$ cat config.mk
export PLATFORM = sky130hd
export DESIGN_NAME = counter_ctrl_flat
export DESIGN_NICKNAME = d
export VERILOG_FILES = /design/src/rtl/counter_ctrl_pkg.sv /design/src/rtl/counter_ctrl_if.sv /design/src/rtl/counter_limit_cmp.sv /design/src/rtl/counter_ctrl.sv /design/src/flat_wrapper.sv
export SDC_FILE = /design/constraint.sdc
export NUM_CORES = 1
export LEC_CHECK = 0
export ABC_CLOCK_PERIOD_IN_PS = 2000
export CELL_PAD_IN_SITES_DETAIL_PLACEMENT = 1
export CELL_PAD_IN_SITES_GLOBAL_PLACEMENT = 1
export CORE_MARGIN = 4
export CORE_UTILIZATION = 26
export CTS_CLUSTER_DIAMETER = 30
export DETAILED_ROUTE_END_ITERATION = 10
export PLACE_DENSITY = 0.91
export SETUP_SLACK_MARGIN = 0.2
export SYNTH_ARGS = -nofsm -noshare
export SYNTH_HDL_FRONTEND = slang
export SYNTH_SLANG_ARGS = --single-unit
$ cat constraint.sdc
create_clock -name clk -period 2 [get_ports clk]
set_input_delay 0.2 -clock clk [delete_from_list [all_inputs] [get_ports clk]]
set_output_delay 0.2 -clock clk [all_outputs]
set_load 0.02 [all_outputs]
$ cat src/rtl/counter_ctrl_pkg.sv
// Shared definitions for the interval counter and its command controller:
// state codes on the counter bus, command codes and controller FSM encodings.
package counter_ctrl_pkg;

    localparam int CNT_W_DEFAULT = 32;

    localparam logic [7:0] STATE_RESET = 8'd0;
    localparam logic [7:0] STATE_RUN   = 8'd1;
    localparam logic [7:0] STATE_HALT  = 8'd2;

    typedef enum logic [1:0] {
        CMD_NOP   = 2'b00,
        CMD_START = 2'b01,
        CMD_STOP  = 2'b10,
        CMD_CLEAR = 2'b11
    } cmd_e;

    typedef enum logic [1:0] {
        FSM_CLR  = 2'd0,
        FSM_IDLE = 2'd1,
        FSM_RUN  = 2'd2,
        FSM_HALT = 2'd3
    } fsm_e;

    // IDLE and HALT look the same to the counter: both hold the count.
    function automatic logic [7:0] state_code(input fsm_e f);
        case (f)
            FSM_CLR: state_code = STATE_RESET;
            FSM_RUN: state_code = STATE_RUN;
            default: state_code = STATE_HALT;
        endcase
    endfunction

endpackage

$ cat src/rtl/counter_ctrl_if.sv
// Command/counter bus between host logic, counter_ctrl and the counter.
// COUNTER_CTRL_AUTORELOAD_EN adds the reloads count.
interface counter_ctrl_if #(parameter int CNT_W = 32);

    logic             cmd_valid;
    logic             cmd_ready;
    logic [1:0]       cmd;
    logic [CNT_W-1:0] interval_cfg;
    logic [CNT_W-1:0] limit;
    logic [CNT_W-1:0] counter;
    logic [7:0]       state;
    logic [CNT_W-1:0] interval;
    logic             busy;
    logic             done;
`ifdef COUNTER_CTRL_AUTORELOAD_EN
    logic [15:0]      reloads;

    modport master (
        output cmd_valid, cmd, interval_cfg, limit, counter,
        input  cmd_ready, state, interval, busy, done, reloads
    );
    modport slave (
        input  cmd_valid, cmd, interval_cfg, limit, counter,
        output cmd_ready, state, interval, busy, done, reloads
    );
`else
    modport master (
        output cmd_valid, cmd, interval_cfg, limit, counter,
        input  cmd_ready, state, interval, busy, done
    );
    modport slave (
        input  cmd_valid, cmd, interval_cfg, limit, counter,
        output cmd_ready, state, interval, busy, done
    );
`endif

endinterface

$ cat src/rtl/counter_limit_cmp.sv
// Terminal-count detector: unsigned full-width compare, limit of zero disables it.
module counter_limit_cmp #(
    parameter int CNT_W = 32
) (
    input  logic [CNT_W-1:0] i_limit,
    input  logic [CNT_W-1:0] i_counter,
    output logic             o_hit
);

    assign o_hit = (i_limit != '0) && (i_counter >= i_limit);

endmodule

$ cat src/rtl/counter_ctrl.sv
// Command-side controller for the interval counter: START/STOP/CLEAR FSM,
// interval latch and done pulse. COUNTER_CTRL_AUTORELOAD_EN restarts after a limit hit.
module counter_ctrl
    import counter_ctrl_pkg::*;
#(
    parameter int CLR_CYCLES = 1,
    parameter int CNT_W      = CNT_W_DEFAULT
) (
    input  logic           clk,
    input  logic           rst,
    counter_ctrl_if.slave  bus
);

    localparam int CLR_W = (CLR_CYCLES > 1) ? $clog2(CLR_CYCLES) : 1;
    localparam logic [CLR_W-1:0] CLR_LAST = CLR_W'(CLR_CYCLES - 1);

    fsm_e             r_fsm, w_fsm_next;
    logic [CLR_W-1:0] r_clr_cnt, w_clr_cnt_next;
    logic [7:0]       r_state;
    logic [CNT_W-1:0] r_interval;
    logic             r_busy, r_done, r_cmd_ready;
    logic             w_hit, w_accept, w_done_next, w_load_interval;
`ifdef COUNTER_CTRL_AUTORELOAD_EN
    logic             r_reload, w_reload_next, w_reload_inc;
    logic [15:0]      r_reloads;
`endif

    counter_limit_cmp #(.CNT_W(CNT_W)) u_limit_cmp (
        .i_limit   (bus.limit),
        .i_counter (bus.counter),
        .o_hit     (w_hit)
    );

    assign w_accept = bus.cmd_valid & r_cmd_ready;

    always_comb begin
        w_fsm_next      = r_fsm;
        w_clr_cnt_next  = r_clr_cnt;
        w_done_next     = 1'b0;
        w_load_interval = 1'b0;
`ifdef COUNTER_CTRL_AUTORELOAD_EN
        w_reload_next   = r_reload;
        w_reload_inc    = 1'b0;
`endif
        case (r_fsm)
            FSM_CLR: begin
                if (r_clr_cnt == CLR_LAST) begin
                    w_clr_cnt_next = '0;
`ifdef COUNTER_CTRL_AUTORELOAD_EN
                    w_fsm_next    = r_reload ? FSM_RUN : FSM_IDLE;
                    w_reload_next = 1'b0;
`else
                    w_fsm_next    = FSM_IDLE;
`endif
                end else begin
                    w_clr_cnt_next = r_clr_cnt + 1'b1;
                end
            end
            FSM_IDLE: begin
                if (w_accept && bus.cmd == CMD_START) begin
                    w_fsm_next      = FSM_RUN;
                    w_load_interval = 1'b1;
                end else if (w_accept && bus.cmd == CMD_CLEAR) begin
                    w_fsm_next = FSM_CLR;
                end
            end
            FSM_RUN: begin
                // CLEAR beats a limit hit and swallows its done pulse.
                if (w_accept && bus.cmd == CMD_CLEAR) begin
                    w_fsm_next = FSM_CLR;
                end else if (w_hit) begin
                    w_done_next = 1'b1;
`ifdef COUNTER_CTRL_AUTORELOAD_EN
                    w_fsm_next    = FSM_CLR;
                    w_reload_next = 1'b1;
                    w_reload_inc  = 1'b1;
`else
                    w_fsm_next    = FSM_HALT;
`endif
                end else if (w_accept && bus.cmd == CMD_STOP) begin
                    w_fsm_next = FSM_HALT;
                end
            end
            FSM_HALT: begin
                if (w_accept && bus.cmd == CMD_CLEAR) begin
                    w_fsm_next = FSM_CLR;
                end else if (w_accept && bus.cmd == CMD_START && !w_hit) begin
                    w_fsm_next = FSM_RUN;
                end
            end
            default: w_fsm_next = FSM_CLR;
        endcase
    end

    always_ff @(posedge clk or posedge rst) begin
        if (rst) begin
            r_fsm       <= FSM_CLR;
            r_clr_cnt   <= '0;
            r_state     <= STATE_RESET;
            r_interval  <= '0;
            r_busy      <= 1'b0;
            r_done      <= 1'b0;
            r_cmd_ready <= 1'b0;
        end else begin
            r_fsm       <= w_fsm_next;
            r_clr_cnt   <= w_clr_cnt_next;
            r_state     <= state_code(w_fsm_next);
            r_busy      <= (w_fsm_next == FSM_RUN);
            r_done      <= w_done_next;
            r_cmd_ready <= (w_fsm_next != FSM_CLR);
            if (w_load_interval) begin
                r_interval <= bus.interval_cfg;
            end
        end
    end

`ifdef COUNTER_CTRL_AUTORELOAD_EN
    always_ff @(posedge clk or posedge rst) begin
        if (rst) begin
            r_reload  <= 1'b0;
            r_reloads <= '0;
        end else begin
            r_reload <= w_reload_next;
            if (w_reload_inc) begin
                r_reloads <= r_reloads + 16'd1;
            end
        end
    end

    assign bus.reloads = r_reloads;
`endif

    assign bus.state     = r_state;
    assign bus.interval  = r_interval;
    assign bus.busy      = r_busy;
    assign bus.done      = r_done;
    assign bus.cmd_ready = r_cmd_ready;

endmodule
$ cat src/flat_wrapper.sv
// flat-port wrapper written by rule: the top's interface ports become plain ports
module counter_ctrl_flat import counter_ctrl_pkg::*;
#(
    parameter int CLR_CYCLES = 1,
    parameter int CNT_W      = CNT_W_DEFAULT
)
  (clk, rst, bus_cmd_valid, bus_cmd, bus_interval_cfg, bus_limit, bus_counter, bus_cmd_ready, bus_state, bus_interval, bus_busy, bus_done);
  counter_ctrl_if #(.CNT_W(CNT_W)) bus_i ();
  input  logic clk;
  input  logic rst;
  input wire logic [$bits(bus_i.cmd_valid)-1:0] bus_cmd_valid;
  input wire logic [$bits(bus_i.cmd)-1:0] bus_cmd;
  input wire logic [$bits(bus_i.interval_cfg)-1:0] bus_interval_cfg;
  input wire logic [$bits(bus_i.limit)-1:0] bus_limit;
  input wire logic [$bits(bus_i.counter)-1:0] bus_counter;
  output wire logic [$bits(bus_i.cmd_ready)-1:0] bus_cmd_ready;
  output wire logic [$bits(bus_i.state)-1:0] bus_state;
  output wire logic [$bits(bus_i.interval)-1:0] bus_interval;
  output wire logic [$bits(bus_i.busy)-1:0] bus_busy;
  output wire logic [$bits(bus_i.done)-1:0] bus_done;
  assign bus_i.cmd_valid = bus_cmd_valid;
  assign bus_i.cmd = bus_cmd;
  assign bus_i.interval_cfg = bus_interval_cfg;
  assign bus_i.limit = bus_limit;
  assign bus_i.counter = bus_counter;
  assign bus_cmd_ready = bus_i.cmd_ready;
  assign bus_state = bus_i.state;
  assign bus_interval = bus_i.interval;
  assign bus_busy = bus_i.busy;
  assign bus_done = bus_i.done;
  counter_ctrl #(.CLR_CYCLES(CLR_CYCLES), .CNT_W(CNT_W)) u_core (.clk(clk), .rst(rst), .bus(bus_i));
endmodule
Word-level counts from Yosys, hierarchy flattened
Cells that the tools add are included.
W data, S select, Z words.
{"block": "totals", "reg_bits": 40, "input_bits": 101, "output_inout_bits": 43, "wordCells": 43}
{"block": "op_classes", "n_eq_ne": 7, "muxes": 16, "bitwise": 1, "n_reduce_logical": 10, "addsub": 1, "order_cmp": 1}
{"op": "$ge A32 B32 Y1", "n": 1}
{"op": "$reduce_bool A32 Y1", "n": 1}
{"op": "$mux W2", "n": 8}
{"op": "$eq A2 B2 Y1 const B", "n": 5}
{"op": "$pmux W2 S4", "n": 1}
{"op": "$mux W1", "n": 6}
{"op": "$logic_and A1 B1 Y1", "n": 5}
{"op": "$eq A2 B1 Y1 const B", "n": 2}
{"op": "$logic_not A2 Y1", "n": 2}
{"op": "$pmux W2 S2", "n": 1}
{"op": "$reduce_bool A2 Y1", "n": 1}
{"op": "$add A1 B1 Y1 const B", "n": 1}
{"op": "$and A1 B1 Y1", "n": 1}
{"op": "$logic_not A1 Y1", "n": 1}

Longest topological paths before layout
Gate-level depths: netlist of run 1.
{"block": "depth", "depth_word": 9, "ltp_mapped": 7, "ltp_nobuf": 7}

By module
From an unflattened synthesis of run 1, not the netlist that was laid out.
{"block": "hier_totals", "cells_unflattened": 216, "area_unflattened_um2": 2524.9}
{"module": "counter_ctrl", "instances": 1, "seq_area_each_um2": 925.9, "cells_per_inst": 96, "area_each_um2": 1635.3}
{"module": "counter_limit_cmp", "instances": 1, "seq_area_each_um2": 0.0, "cells_per_inst": 120, "area_each_um2": 889.6}

Worst setup path after synthesis of run 1
OpenSTA, ideal clock, no wires.
{"block": "synth_timing", "kind": "input port to flip-flop", "startpoint": "in bus_limit[15]", "endpoint": "reg u_core.r_busy (netlist: u_core.bus.busy)", "stages": 7, "n_path_buf": 0, "t_required_ns": 1.880, "setup_time_ns": 0.120, "arrival_ns": 1.851, "slack_ns": 0.029, "path_cell_list": "inv_1 > ha_1 > nand2_1 > nor4_2 > or4b_1 > a311o_1 > a31o_1"}
{"block": "synth_via", "elab_chain_cells": 8, "elab_cells_between_ends": 11, "classes_between": "1 x order compare; 1 x eq/ne; 5 x mux; 4 x reduce/logical"}
{"item": "start: declaration", "line_no": "flat_wrapper.sv:14", "source": "input wire logic [$bits(bus_i.limit)-1:0] bus_limit;"}
{"item": "$ge A32 B32 Y1 / $reduce_bool A32 Y1 (equally long branches)", "line_no": "counter_limit_cmp.sv:10", "source": "assign o_hit = (i_limit != '0) && (i_counter >= i_limit);"}
{"item": "$logic_and A1 B1 Y1 (*)", "line_no": "counter_limit_cmp.sv:10"}
{"item": "$logic_not A1 Y1", "line_no": "counter_ctrl.sv:87", "source": "end else if (w_accept && bus.cmd == CMD_START && !w_hit) begin"}
{"item": "$logic_and A1 B1 Y1", "line_no": "counter_ctrl.sv:87"}
{"item": "$mux W2", "line_no": "counter_ctrl.sv:87"}
{"item": "$mux W2", "line_no": "counter_ctrl.sv:85", "source": "if (w_accept && bus.cmd == CMD_CLEAR) begin"}
{"item": "$pmux W2 S4 (*)", "line_no": "counter_ctrl.sv:45", "source": "case (r_fsm)"}
{"item": "$eq A2 B2 Y1 (*)", "line_no": "counter_ctrl.sv:108", "source": "r_busy <= (w_fsm_next == FSM_RUN);"}
{"item": "end signal: assignment", "line_no": "counter_ctrl.sv:108"}
{"item": "end: declaration", "line_no": "counter_ctrl.sv:21", "source": "logic r_busy, r_done, r_cmd_ready;"}
Mark *: on every way between the ends. The rest lies on a longest branch, timed or not.
A chain may end at the register's enable or synchronous reset.

Worst setup path in the final report of run 1
{"block": "layout_timing", "startpoint": "in bus_counter[28]", "endpoint": "reg u_core.r_busy (netlist: u_core.bus.busy)"}
{"block": "layout_via", "elab_chain_cells": 8, "elab_cells_between_ends": 10, "classes_between": "1 x order compare; 1 x eq/ne; 5 x mux; 3 x reduce/logical"}
{"item": "start: declaration", "line_no": "flat_wrapper.sv:15", "source": "input wire logic [$bits(bus_i.counter)-1:0] bus_counter;"}
{"item": "$ge A32 B32 Y1 (*)", "line_no": "counter_limit_cmp.sv:10"}
{"item": "$logic_and A1 B1 Y1 (*)", "line_no": "counter_limit_cmp.sv:10"}
{"item": "$logic_not A1 Y1", "line_no": "counter_ctrl.sv:87"}
{"item": "$logic_and A1 B1 Y1", "line_no": "counter_ctrl.sv:87"}
{"item": "$mux W2", "line_no": "counter_ctrl.sv:87"}
{"item": "$mux W2", "line_no": "counter_ctrl.sv:85"}
{"item": "$pmux W2 S4 (*)", "line_no": "counter_ctrl.sv:45"}
{"item": "$eq A2 B2 Y1 (*)", "line_no": "counter_ctrl.sv:108"}
Marks and branches as above.

==> flow_summary.yaml, run 1 <==
placed_design:
  postPlaceCellArea_um2: 4050
  place_congestion: 0.789
  post-place-cells: 549
  numPortBuffers: 137
  post-dp-hpwl_mm: 7.69
power_and_ir_drop:
  clock_power_share: 0.138
  power_report.internal_total_mw: 2.30
  totalPowerFinal_mw: 3.76
  relative_contribution_of_sequential_cells_to_total_power: 0.334
  swShare: 0.389
  worst_ir_drop_vdd_mv: 0.324
  power_per_cell_area_nw_per_um2: 853
  switching_power_mw: 1.47
  cellLeakagePower_nw: 2.11
  pwr-share-comb: 0.527
floorplanning:
  placeableCoreArea_um2: 8810
  dieArea_um2: 10700
  ioPinCount: 144
  initial_core_util: 0.270
  row_count: 34
  die_y_um: 104
  die_w_um: 104
clocking:
  post_cts_hold_buffer_count: 0
  clk_root_buffer_cell: "clkbuf_8"
  cts-htree-levels: 2
  worst_skew_pair_latency_ns: 0.30
  clock-sinks: 37
  cts_made_buffers: 5
  clkSlewWorstSetupHoldPaths_ns: 0.08
  clock_tree_from_tritoncts: "yes"
  clk_path_buf_depth: 2
synth:
  synth_top_family_by_area: "simple AND/OR/NAND/NOR gates"
  syn_inst: 293
  compound_cell_area_share_of_the_yosys_netlist: 0.0831
  seq_area_frac_synth: 0.389
  post_synthesis_area_per_instance_um2: 8.12
  yosys_warnings: 0
  netlist_area_um2: 2380
  synth_simple_gate_area_frac: 0.262
  synth_xor_area_frac: 0
  synth_enable_flop_cells: 0
  synth_async_sr_flop_share: 1.00
  ys_seq_elements: 37
  post_synth_num_cell_types: 36
  ys_dominant_reg_cell: "dfrtp_1"
  muxShareOfSynthArea: 0.00421
  synth_adder_area_share: 0.168
global_route:
  grt_use_total: 0.176
  globalRouteOverflowTotal: 0
  grt_max_degree: 38
  antenna_found_initial: 2
  vias_in_the_first_global_route: 3119
  grt_first_pass_wirelength_mm: 15.3
timing:
  final.period_utilization: 0.894
  grt_setup_unrepaired: "true"
  setup_skew_ns: 0.00563
  period_needed_ns: 1.79
  fmax_mhz: 559
  slew_viol_final: 0
  fin_worst_hold_slack_ns: 0.321
  finalSetupViolCount: 0
  finalHoldViolations: 0
hold_path:
  hold_path_class: "primary input to asynchronous set/reset pin"
detailed_routing:
  drt_wl_total_mm: 9.91
  detail_route.wl_per_cell_um: 17.5
  drc: 0
  vias: 2723
  viasPerCell: 4.79
  drt_first_pass_iters: 4
  route.antenna.remaining_nets: 0
  detail_route.iter0.violations: 63
finish:
  postLayoutCellArea_um2: 4410
  area.growth.synth_to_final_pct: 85.4
  number_of_cells_in_the_finished_layout_apart_from_fillers: 568
  drive_above_1_share: 0.290
  finalNetCount: 590
  final.fill_count: 1045
  final_design_utilization: 0.501
  mostFrequentLayoutCells: "nand2_1 (104), clkdlybuf4s50_1 (81), dfrtp_1 (36)"
  most_common_cell_after_layout_fill_and_taps_aside: "nand2_1"
critical_path:
  worst-endpoint-required_ns: 2.19
  worstPathCellList: "dlygate4sd2_1, ha_1, nand4_1, or4_4, a311o_1, a31o_1"
  worstPathMaxFanout: 3
  cpMaxStageDelayCell: "or4_4"
  worst_setup_path_end_kind: "flop"
  start_kind: "primary input"
  critical-path-max-stage-delay_ns: 0.54
  path_class: "primary input to flop"
  critical_path_arrival_ns: 1.98
status:
  outcome: "complete, no violations"
flow_run:
  cap_viol_max_count: 0
registers in the layout, summed over array words and instances, names as in the netlist:
signal	flops
u_core.bus.busy	1
u_core.bus.cmd_ready	1
u_core.bus.done	1
u_core.bus.interval	32
u_core.bus.state	1
u_core.r_fsm	1
worst max-delay path, delay by kind of cell:
kind	cells	cell delay, ns
simple gates	2	0.68
compound gates	2	0.58
fa+ha+maj	1	0.28
buf+inv	1	0.24
logic make-up (layout without fill, tap and decap cells):
logic type	Yosys count	count (layout)
flops	37	37
other cells	1	8
buf+inv	49	209
fa+ha+maj	32	32
mux	1	1
compound gates	31	31
simple gates	142	142
path summary, 6_finish.rpt:
path                       cells past startpoint                 endpoint                     from  slack (ns)
setup reg to reg                               6  u_core.bus.interval[10]     u_core.bus.cmd_ready        0.37
max in group asynchronous                      3     u_core.bus.cmd_ready                      rst        1.32
min in group clk                               5          u_core.bus.done             bus_limit[9]        0.40
hold / removal                                 3  u_core.bus.interval[23]                      rst        0.32
setup / recovery                               6          u_core.bus.busy          bus_counter[28]        0.21
hold reg to reg                                2  u_core.bus.interval[14]  u_core.bus.interval[14]        0.48
power by group through the flow:
stage	combinational, mW	clock, mW	sequential (mW)
floorplan	0.456	0	1.64
global placement	1.83	0	1.25
detailed placement	1.91	0	1.28
CTS	1.97	0.543	1.27
global route	2.14	0.572	1.31
finish	1.98	0.521	1.26
routing by layer:
metal | vias to the layer above | part of all wire | wire, um | global-route usage
li1 | 1283 | - | - | -
met1 | 1305 | 0.33 | 3270 | 0.165
met2 | 103 | 0.58 | 5760 | 0.365
met3 | 32 | 0.052 | 519 | 0.0392
met4 | 0 | 0.036 | 361 | 0.0636
met5 | - | 0 | 0 | 0
Yosys cell counts (all sizes together) (3+ instances only):
master | n | area (um2)
o21ai | 5 | 25.0
nand4 | 7 | 43.8
buf | 11 | 75.1
clkbuf | 4 | 15.0
nor4 | 9 | 62.6
nand3 | 5 | 25.0
inv | 34 | 128
nor2 | 3 | 11.3
dfrtp | 37 | 926
a21oi | 14 | 70.1
ha | 32 | 400
nand2 | 109 | 409
final cells by class:
cell class | instances | area, um2 | share of cell area
Multi-Input combinational cell | 212 | 1610 | 0.365
Timing Repair Buffer | 167 | 1510 | 0.342
Sequential cell | 37 | 927 | 0.210
Inverter | 34 | 138 | 0.0312
Tap cell | 108 | 135 | 0.0306
Clock buffer | 5 | 68.8 | 0.0156
Clock inverter | 3 | 17.5 | 0.00397
Antenna cell | 2 | 5.00 | 0.00113
per-stage QoR:
stage,TNS [ns],setup WS [ns]
finish,0,0.212
floorplan,0,0.138
CTS,0,0.200
global route,0,0.184
global placement,-3.67,-0.460
detailed placement,-4.68,-0.535
what timing repair did:
action | CTS | global route
pin swaps | 28 | 27
endpoints found under the setup margin | 13 | 3
gates resized for setup | 161 | 58
buffers inserted | 5 | 4
No activity file was read; power rests on OpenSTA's default activity.
==> inputs of run 2 (changes only) <==
- REMOVE_ABC_BUFFERS: default -> 1
==> run 2 against run 1 <==
Against the previous run: die area is the same; utilization grew 0.20 points; setup slack worse by 0.10 ns; global-route usage about the same; via count is 0.29% lower; first-iteration DRC count decreased by 30%.
==> flow_summary.yaml, run 2 (synthesis results as in run 1) <==
global_route:
  grt_use_total: 0.176
  vias_in_the_first_global_route: 3041
  antenna_found_initial: 1
  grt_max_degree: 38
  grt_first_pass_wirelength_mm: 15.5
  globalRouteOverflowTotal: 0
finish:
  final_design_utilization: 0.503
  largest_register_ffs: 32
  final.fill_count: 1031
  most_common_cell_after_layout_fill_and_taps_aside: "nand2_1"
  finalNetCount: 592
  drive_above_1_share: 0.230
  area.growth.synth_to_final_pct: 86.1
  mostFrequentLayoutCells: "nand2_1 (105), clkdlybuf4s50_1 (82), dlygate4sd2_1 (38)"
  number_of_cells_in_the_finished_layout_apart_from_fillers: 569
timing:
  fmax_mhz: 530
  final.setup.worst_slack_ns: 0.112
  slew_viol_final: 0
  finalHoldViolations: 0
  final.period_utilization: 0.944
  finalSetupViolCount: 0
  setup_skew_ns: 0.00784
  totalNegativeSetupSlack_ns: 0
  grt_setup_unrepaired: "true"
  period_needed_ns: 1.89
placed_design:
  dpl_worst_slack_ns: -0.738
  numPortBuffers: 137
  post-place-cells: 550
  post-dp-hpwl_mm: 7.07
  place_congestion: 0.785
flow_run:
  cap_viol_max_count: 0
critical_path:
  worst-endpoint-required_ns: 2.17
  start_kind: "primary input"
  worstPathCellList: "buf_2, inv_1, ha_4, nand2_4, o21ai_0, or3b_2, a311o_1, a31o_1"
  worstPathMaxFanout: 3
  cpMaxStageDelayCell: "or3b_2"
  path_class: "primary input to flop"
  worst-path-buf-inv: 2
  worst_setup_path_end_kind: "flop"
  critical-path-max-stage-delay_ns: 0.51
  path_delay_family: "compound AO/OA/AOI/OAI gates"
  critical_path_arrival_ns: 2.06
detailed_routing:
  detail_route.wl_per_cell_um: 17.5
  drc: 0
  vias: 2715
  detail_route.iter0.violations: 44
  drt_first_pass_iters: 4
  viasPerCell: 4.77
  drt_wl_total_mm: 9.98
  route.antenna.remaining_nets: 0
clocking:
  clk_path_buf_depth: 2
  cts_made_buffers: 5
  clkSlewWorstSetupHoldPaths_ns: 0.08
  clock_tree_from_tritoncts: "yes"
  cts-htree-levels: 2
  clock-sinks: 37
  clk_root_buffer_cell: "clkbuf_8"
  post_cts_hold_buffer_count: 0
  worst_skew_pair_latency_ns: 0.29
floorplanning:
  initial_core_util: 0.270
  row_count: 34
  placeableCoreArea_um2: 8810
  die_y_um: 104
  ioPinCount: 144
  die_w_um: 104
  dieArea_um2: 10700
power_and_ir_drop:
  power_per_cell_area_nw_per_um2: 846
  worst_ir_drop_vdd_mv: 0.365
  cellLeakagePower_nw: 2.15
hold_path:
  hold_path_class: "primary input to asynchronous set/reset pin"
status:
  outcome: "complete, no violations"
==> run 2: cell count changes in the layout (fill, tap and decap cells not counted), moves of 2 or more <==
cell	change
buf_6	-2
clkbuf_2	-14
clkdlybuf4s15_1	-9
dlygate4sd2_1	+26
ha_1	+4
ha_4	-4
inv_1	+6
inv_2	-5
==> run 2: power by group <==
| group | internal [mW] | total [mW] | switching [mW] |
|---|---|---|---|
| combinational | 0.979 | 1.97 | 0.990 |
| sequential | 1.07 | 1.26 | 0.193 |
| clock | 0.241 | 0.516 | 0.275 |
==> run 2: final cells by class <==
type | count | area, um2 | share of cell area
Antenna cell | 1 | 2.50 | 0.000565
Clock buffer | 5 | 68.8 | 0.0155
Clock inverter | 3 | 17.5 | 0.00395
Inverter | 34 | 135 | 0.0305
Multi-Input combinational cell | 212 | 1570 | 0.353
Sequential cell | 37 | 926 | 0.209
Tap cell | 108 | 135 | 0.0305
Timing Repair Buffer | 169 | 1580 | 0.356
==> run 2: repair_timing <==
| action | in CTS | in global routing |
|---|---|---|
| resized for setup | 157 | 12 |
| setup buffers | 7 | 2 |
| pin swaps | 32 | 3 |
| endpoints found under the setup margin | 4 | 35 |
| gates cloned | 0 | 1 |
==> run 2: metrics by stage <==
stage	total power, mW	hold WS [ns]	area, um2
2_1_floorplan	2.06	0.305	2310
3_3_place_gp	3.07	0.455	3990
3_5_place_dp	3.16	0.464	3990
4_1_cts	3.74	0.343	4350
5_1_grt	3.99	0.384	4430
6_report	3.75	0.323	4430
==> run 2: worst reg2reg max path: stages (launching register included) <==
cell,delay (ns)
dfrtp_1,0.40
nand3_1,0.14
or4b_4,0.59
inv_4,0.12
buf_4,0.11
a31o_2,0.10
a31o_1,0.10
==> run 2: routing by layer <==
| metal | wire [um] | track usage | vias up |
|---|---|---|---|
| li1 | - | - | 1288 |
| met1 | 3570 | 0.181 | 1300 |
| met2 | 5510 | 0.343 | 98 |
| met3 | 497 | 0.0367 | 29 |
| met4 | 403 | 0.0722 | 0 |
| met5 | 0 | 0 | - |
==> run 2: final timing paths <==
kind / startpoint / endpoint / slack [ns] / cells past startpoint
max in group asynchronous: rst / u_core.bus.interval[31] / 1.34 / 3
worst min-delay path: rst / u_core.bus.interval[28] / 0.32 / 3
worst min register to register: u_core.bus.interval[31] / u_core.bus.interval[31] / 0.48 / 2
min in group clk: bus_interval_cfg[27] / u_core.bus.interval[27] / 0.43 / 3
worst max register to register: u_core.bus.cmd_ready / u_core.bus.busy / 0.38 / 6
worst max-delay path: bus_limit[10] / u_core.bus.busy / 0.11 / 8
==> variant 1, RTL diff (flow settings as in run 2) <==
Encoding of `fsm_e`: now one-hot (4 bits for 4 states).
--- a/src/rtl/counter_ctrl_pkg.sv
+++ b/src/rtl/counter_ctrl_pkg.sv
@@ -15,11 +15,11 @@
         CMD_CLEAR = 2'b11
     } cmd_e;
 
-    typedef enum logic [1:0] {
-        FSM_CLR  = 2'd0,
-        FSM_IDLE = 2'd1,
-        FSM_RUN  = 2'd2,
-        FSM_HALT = 2'd3
+    typedef enum logic [3:0] {
+        FSM_CLR  = 4'b0001,
+        FSM_IDLE = 4'b0010,
+        FSM_RUN  = 4'b0100,
+        FSM_HALT = 4'b1000
     } fsm_e;
 
     // IDLE and HALT look the same to the counter: both hold the count.
Formal check against the unedited RTL: no difference found for any inputs over 10 cycles, from zero or initial values and one cycle with rst high; not proved beyond that.
==> variant 1 against run 2 <==
Sequential power is 12% higher; synthesized area up 6.6%; global-route usage decreased by 1.6 points; worst setup slack worse by 0.0047 ns; combinational power rose by 16%; critical path depth shrank 3; first-iteration DRC count up 32%; sequential cell count up 4; wire length is essentially flat; total power up 12%; final area grew 5.9%.
==> variant 1: results (changes against run 2) <==
* Leak at 2.115 nW (-1.7%)
* Detail Placement HPWL at 7371 µm (+4.2%)
* Total track usage at 0.1594 (-0.01647)
* Synth Area in Compound Gates at 0.09571 (+0.01264)
* Initial DRC count at 58 (+32%)
* Seq/Total Area, Yosys at 0.4050 (+0.01597)
* DRT met1 WL at 3673 µm (+2.9%)
* Final #Nets at 531 (-10%)
* Pre-CTS WS at -0.4313 ns (+0.3064 ns)
* Drt total wl at 9985 µm (about the same)
* Non-clock buffers at 158 (-6.5%)
* Wirelength per Cell at 18.91 µm (+7.9%)
* Pin count of the biggest net entering global routing at 42 (+11%)
* Synthesized area at 2536 µm² (+6.6%)
* Clock Sinks at 41 (+11%)
* Min Hold Slack at 0.3544 ns (+0.03129 ns)
* Worst setup margin at 0.1076 ns (-0.004665 ns)
* Max incr delay on CP at 0.55 ns (+0.04 ns)
* Synth top cells by count: dfrtp_1, inv_1, ha_1
* Met3 Wirelength at 582 µm (+17%)
* Gpl congestion at 0.8748 (+11%)
* Layout cells sized above 1 at 0.3033 (+0.07282)
* HP Class: input port to asynchronous set/reset pin
* Non-clk invs at 36 (+5.9%)
* Cells taking the most area after synthesis: dfrtp_1, ha_1, mux2_2
* Grt ovf at 0 (unchanged)
* Placed insts at 511 (-7.1%)
* Met2 WL at 5528 µm (+0.42%)
* Filler cell count at 1071 (+3.9%)
* Total number of vias at 2500 (-7.9%)
* Clock Skews at 0.006565 ns (-0.001275 ns)
* Sequential fraction of total cell area at 0.2193 (+0.01022)
* Clk slew on worst S/H paths at 0.08 ns (about the same)
* Vias in the first global route at 2757 (-9.3%)
* Delay-heaviest family, CP: simple AND/OR/NAND/NOR gates
* Initial antenna violation count at 0 (-1)
* Met3 Track Usage GR at 0.03672 (about the same)
* CP Max Fanout at 8 (+5)
* Xor/xnor share of the synthesized area at 0.003453 (+0.003453)
* Post-Synth Adder-Cell Area at 0.1579 (-0.01038)
* Clock tree buffer depth at 2 (unchanged)
* Mux cell area share after synthesis at 0.1421 (+0.1379)
* GR Util met2 at 0.3269 (-0.01610)
* #MultiIn Comb at 156 (-26%)
* CP max-delay cell: or4b_4
* VDD IR-drop max at 0.3528 mV (-3.3%)
* Synth Area per Inst at 10.70 µm² (+32%)
* Antenna cells at 0 (-1)
* GR met1 Demand/Resource at 0.1606 (-0.02000)
* Status: completed
* Fraction of area in multi-input gates at 0.3734 (+0.02004)
* Area occupied by multi-input gates at 1752 µm² (+12%)
* CLK BUF at 6 (+1)
* Global-route wire length before repair at 14300 µm (-7.6%)
* Non-clk buf share at 0.3265 (-0.03001)
* Clock-cell share of area at 0.01760 (-0.001887)
* Area of placed instances at 4111 µm² (+3.0%)
* CTS Buf Count at 5 (unchanged)
## variant 1: where the power goes
group          leakage, nW  internal (W)  switching (W)  total [W]
Clock               0.0450      0.000242       0.000281   0.000523
Combinational         1.54       0.00126        0.00102    0.00228
Sequential           0.527       0.00118       0.000228    0.00141
Total                 2.12       0.00268        0.00153    0.00421
## variant 1: final timing paths
| path | cells past startpoint | from | to |
|---|---|---|---|
| worst min-delay path | 3 | rst | u_core.bus.interval[9] |
| worst max-delay path | 5 | u_core.r_fsm[3] | u_core.bus.interval[1] |
| min in group clk | 1 | u_core.bus.interval[20] | u_core.bus.interval[20] |
| worst min register to register | 1 | u_core.bus.interval[20] | u_core.bus.interval[20] |
| worst max register to register | 5 | u_core.r_fsm[3] | u_core.bus.interval[1] |
| max in group asynchronous | 3 | rst | u_core.r_fsm[2] |
## variant 1: what timing repair did
item | CTS | global route
endpoints found under the setup margin | 38 | 38
gates cloned | 1 | 2
pin swaps | 22 | 16
setup buffers | 6 | 0
resized for setup | 109 | 56
==> variant 2, RTL diff (flow settings as in run 2) <==
Made on the original files. Change the package constant `CNT_W_DEFAULT` from 32 to 16.
--- a/src/rtl/counter_ctrl_pkg.sv
+++ b/src/rtl/counter_ctrl_pkg.sv
@@ -2,7 +2,7 @@
 // state codes on the counter bus, command codes and controller FSM encodings.
 package counter_ctrl_pkg;
 
-    localparam int CNT_W_DEFAULT = 32;
+    localparam int CNT_W_DEFAULT = 16;
 
     localparam logic [7:0] STATE_RESET = 8'd0;
     localparam logic [7:0] STATE_RUN   = 8'd1;
Ports: changed (resized bus_counter, bus_interval, bus_interval_cfg and bus_limit); port bits go from 144 to 80. The function was not compared with the original's and may differ.
==> variant 2 against run 2 <==
Wire length is 57% lower; clock power is 47% lower; synthesized cell count decreased by 56%; cell count is 50% lower; largest power group unchanged; final area fell by 46%; worst setup slack gained 0.13 ns; critical path depth fell by 1; sequential cell count decreased by 16; synthesized area decreased by 44%; total power fell by 55%.
==> variant 2: results (changes against run 2) <==
* Main synth FF type: dfrtp_1
* Total number of vias at 1258 (-54%)
* Initial antenna violation count at 0 (-1)
* Sequential share of power at 0.363 (+0.026)
* Crit path to: u_core.bus.done
* Clock Skews at 0.005357 ns (-0.002483 ns)
* PD cells at 716.6 nW/µm² (-15%)
* GR met1 Demand/Resource at 0.1412 (-0.03946)
* Filler cell count at 552 (-46%)
* Clk slew on worst S/H paths at about 0.07 ns
* Met3 Wirelength at 426 µm (-14%)
* Detail Placement HPWL at 3663 µm (-48%)
* Vias in the first global route at 1401 (-54%)
* Reg2reg setup slack at 0.55 ns (+0.17 ns)
* Met3 Track Usage GR at 0.04289 (+0.006198)
* Drt pass-1 iters at 2 (-2)
* Gpl congestion at 0.7226 (-7.9%)
* Initial DRC count at 62 (+41%)
* Area of placed instances at 2206 µm² (-45%)
* Final design utilization at 0.4898 (-0.01318)
* H-tree levels at 1 (-1)
* Pin count of the biggest net entering global routing at 22 (-42%)
* DRT met1 WL at 1623 µm (-55%)
* Met2 WL at 2200 µm (-60%)
* CTS Buf Count at 3 (-2)
* Crit. Startpoint: bus_limit[5]
* Worst Path Arrival at 1.96 ns (-0.10 ns)
* Postcts setup bufs at 0 (-7)
* Largest register FFs at 16 (-50%)
* NetSw at 0.0005657 W (-61%)
* Wirelength per Cell at 15.26 µm (-13%)
* Pre-CTS WS at -0.2664 ns (+0.4712 ns)
* Leak at 1.088 nW (-49%)
* Global-route wire length before repair at 6713 µm (-57%)
* Worst skew pair latency at 0.26 ns (-0.03 ns)
* Clk pwr at 0.000271 W (-47%)
* Final #Nets at 285 (-52%)
* Seq/Total Area, Yosys at 0.3940 (+0.004932)
* Async set-or-reset flop fraction in the synthesized netlist at 1.000 (unchanged)
* Reg2reg path depth at 4 (-2)
* GR Util met2 at 0.2613 (-0.08172)
* Total track usage at 0.1379 (-0.03800)
* Status: completed
* Antenna cells at 0 (-1)
* VDD IR-drop max at 0.2876 mV (-21%)
* Cells taking the most area after synthesis: dfrtp_1, ha_1, mux2_2
* DR vias/cell at 4.461 (-6.5%)
* Layout cells sized above 1 at 0.2698 (+0.03933)
* Post-synthesis cell type count at 27 (-25%)
* Worst reg2reg endpoint: u_core.bus.interval[11]
* Synth top cells by count: dfrtp_1, inv_1, ha_1, mux2_2, a21oi_1
* Post-CTS resize count at 36 (-77%)
* Placed insts at 278 (-49%)
* Synth Area per Inst at 10.34 µm² (+27%)
* Port Buffers at 73 (-47%)
* Min Hold Slack at 0.2864 ns (-0.03676 ns)
* Yosys warnings at 0 (unchanged)
* Worst setup margin at 0.2398 ns (+0.1276 ns)
-- variant 2: cell count changes after synthesis, moves of 7 or more --
cell / delta
nand2_1: -102
dfrtp_1: -16
ha_1: -16
mux2_2: +16
inv_1: -15
nand4_1: -7
-- variant 2: cell families after synthesis --
kind of cell	after synthesis	share of synthesized area
AO/OA/AOI/OAI	24	0.1116
AND/OR/NAND/NOR	21	0.09756
other	1	0.002812
adder cells (fa/ha/maj)	16	0.1501
buffers and inverters	30	0.1088
flip-flops	21	0.3940
multiplexers	16	0.1351
-- variant 2: final cells by class --
| class | instances | area share |
|---|---|---|
| inverter | 19 | 0.03003 |
| multi-input combinational | 83 | 0.3467 |
| clock buffer | 4 | 0.01897 |
| sequential | 21 | 0.2213 |
| timing repair buffer | 88 | 0.3477 |
| tap | 67 | 0.03530 |
-- variant 2: critical path, stage by stage --
cell	delay [ns]
clkdlybuf4s50_1	0.48
inv_1	0.07
ha_4	0.26
nand2_1	0.05
or4_4	0.49
a31oi_4	0.19
and4_1	0.20
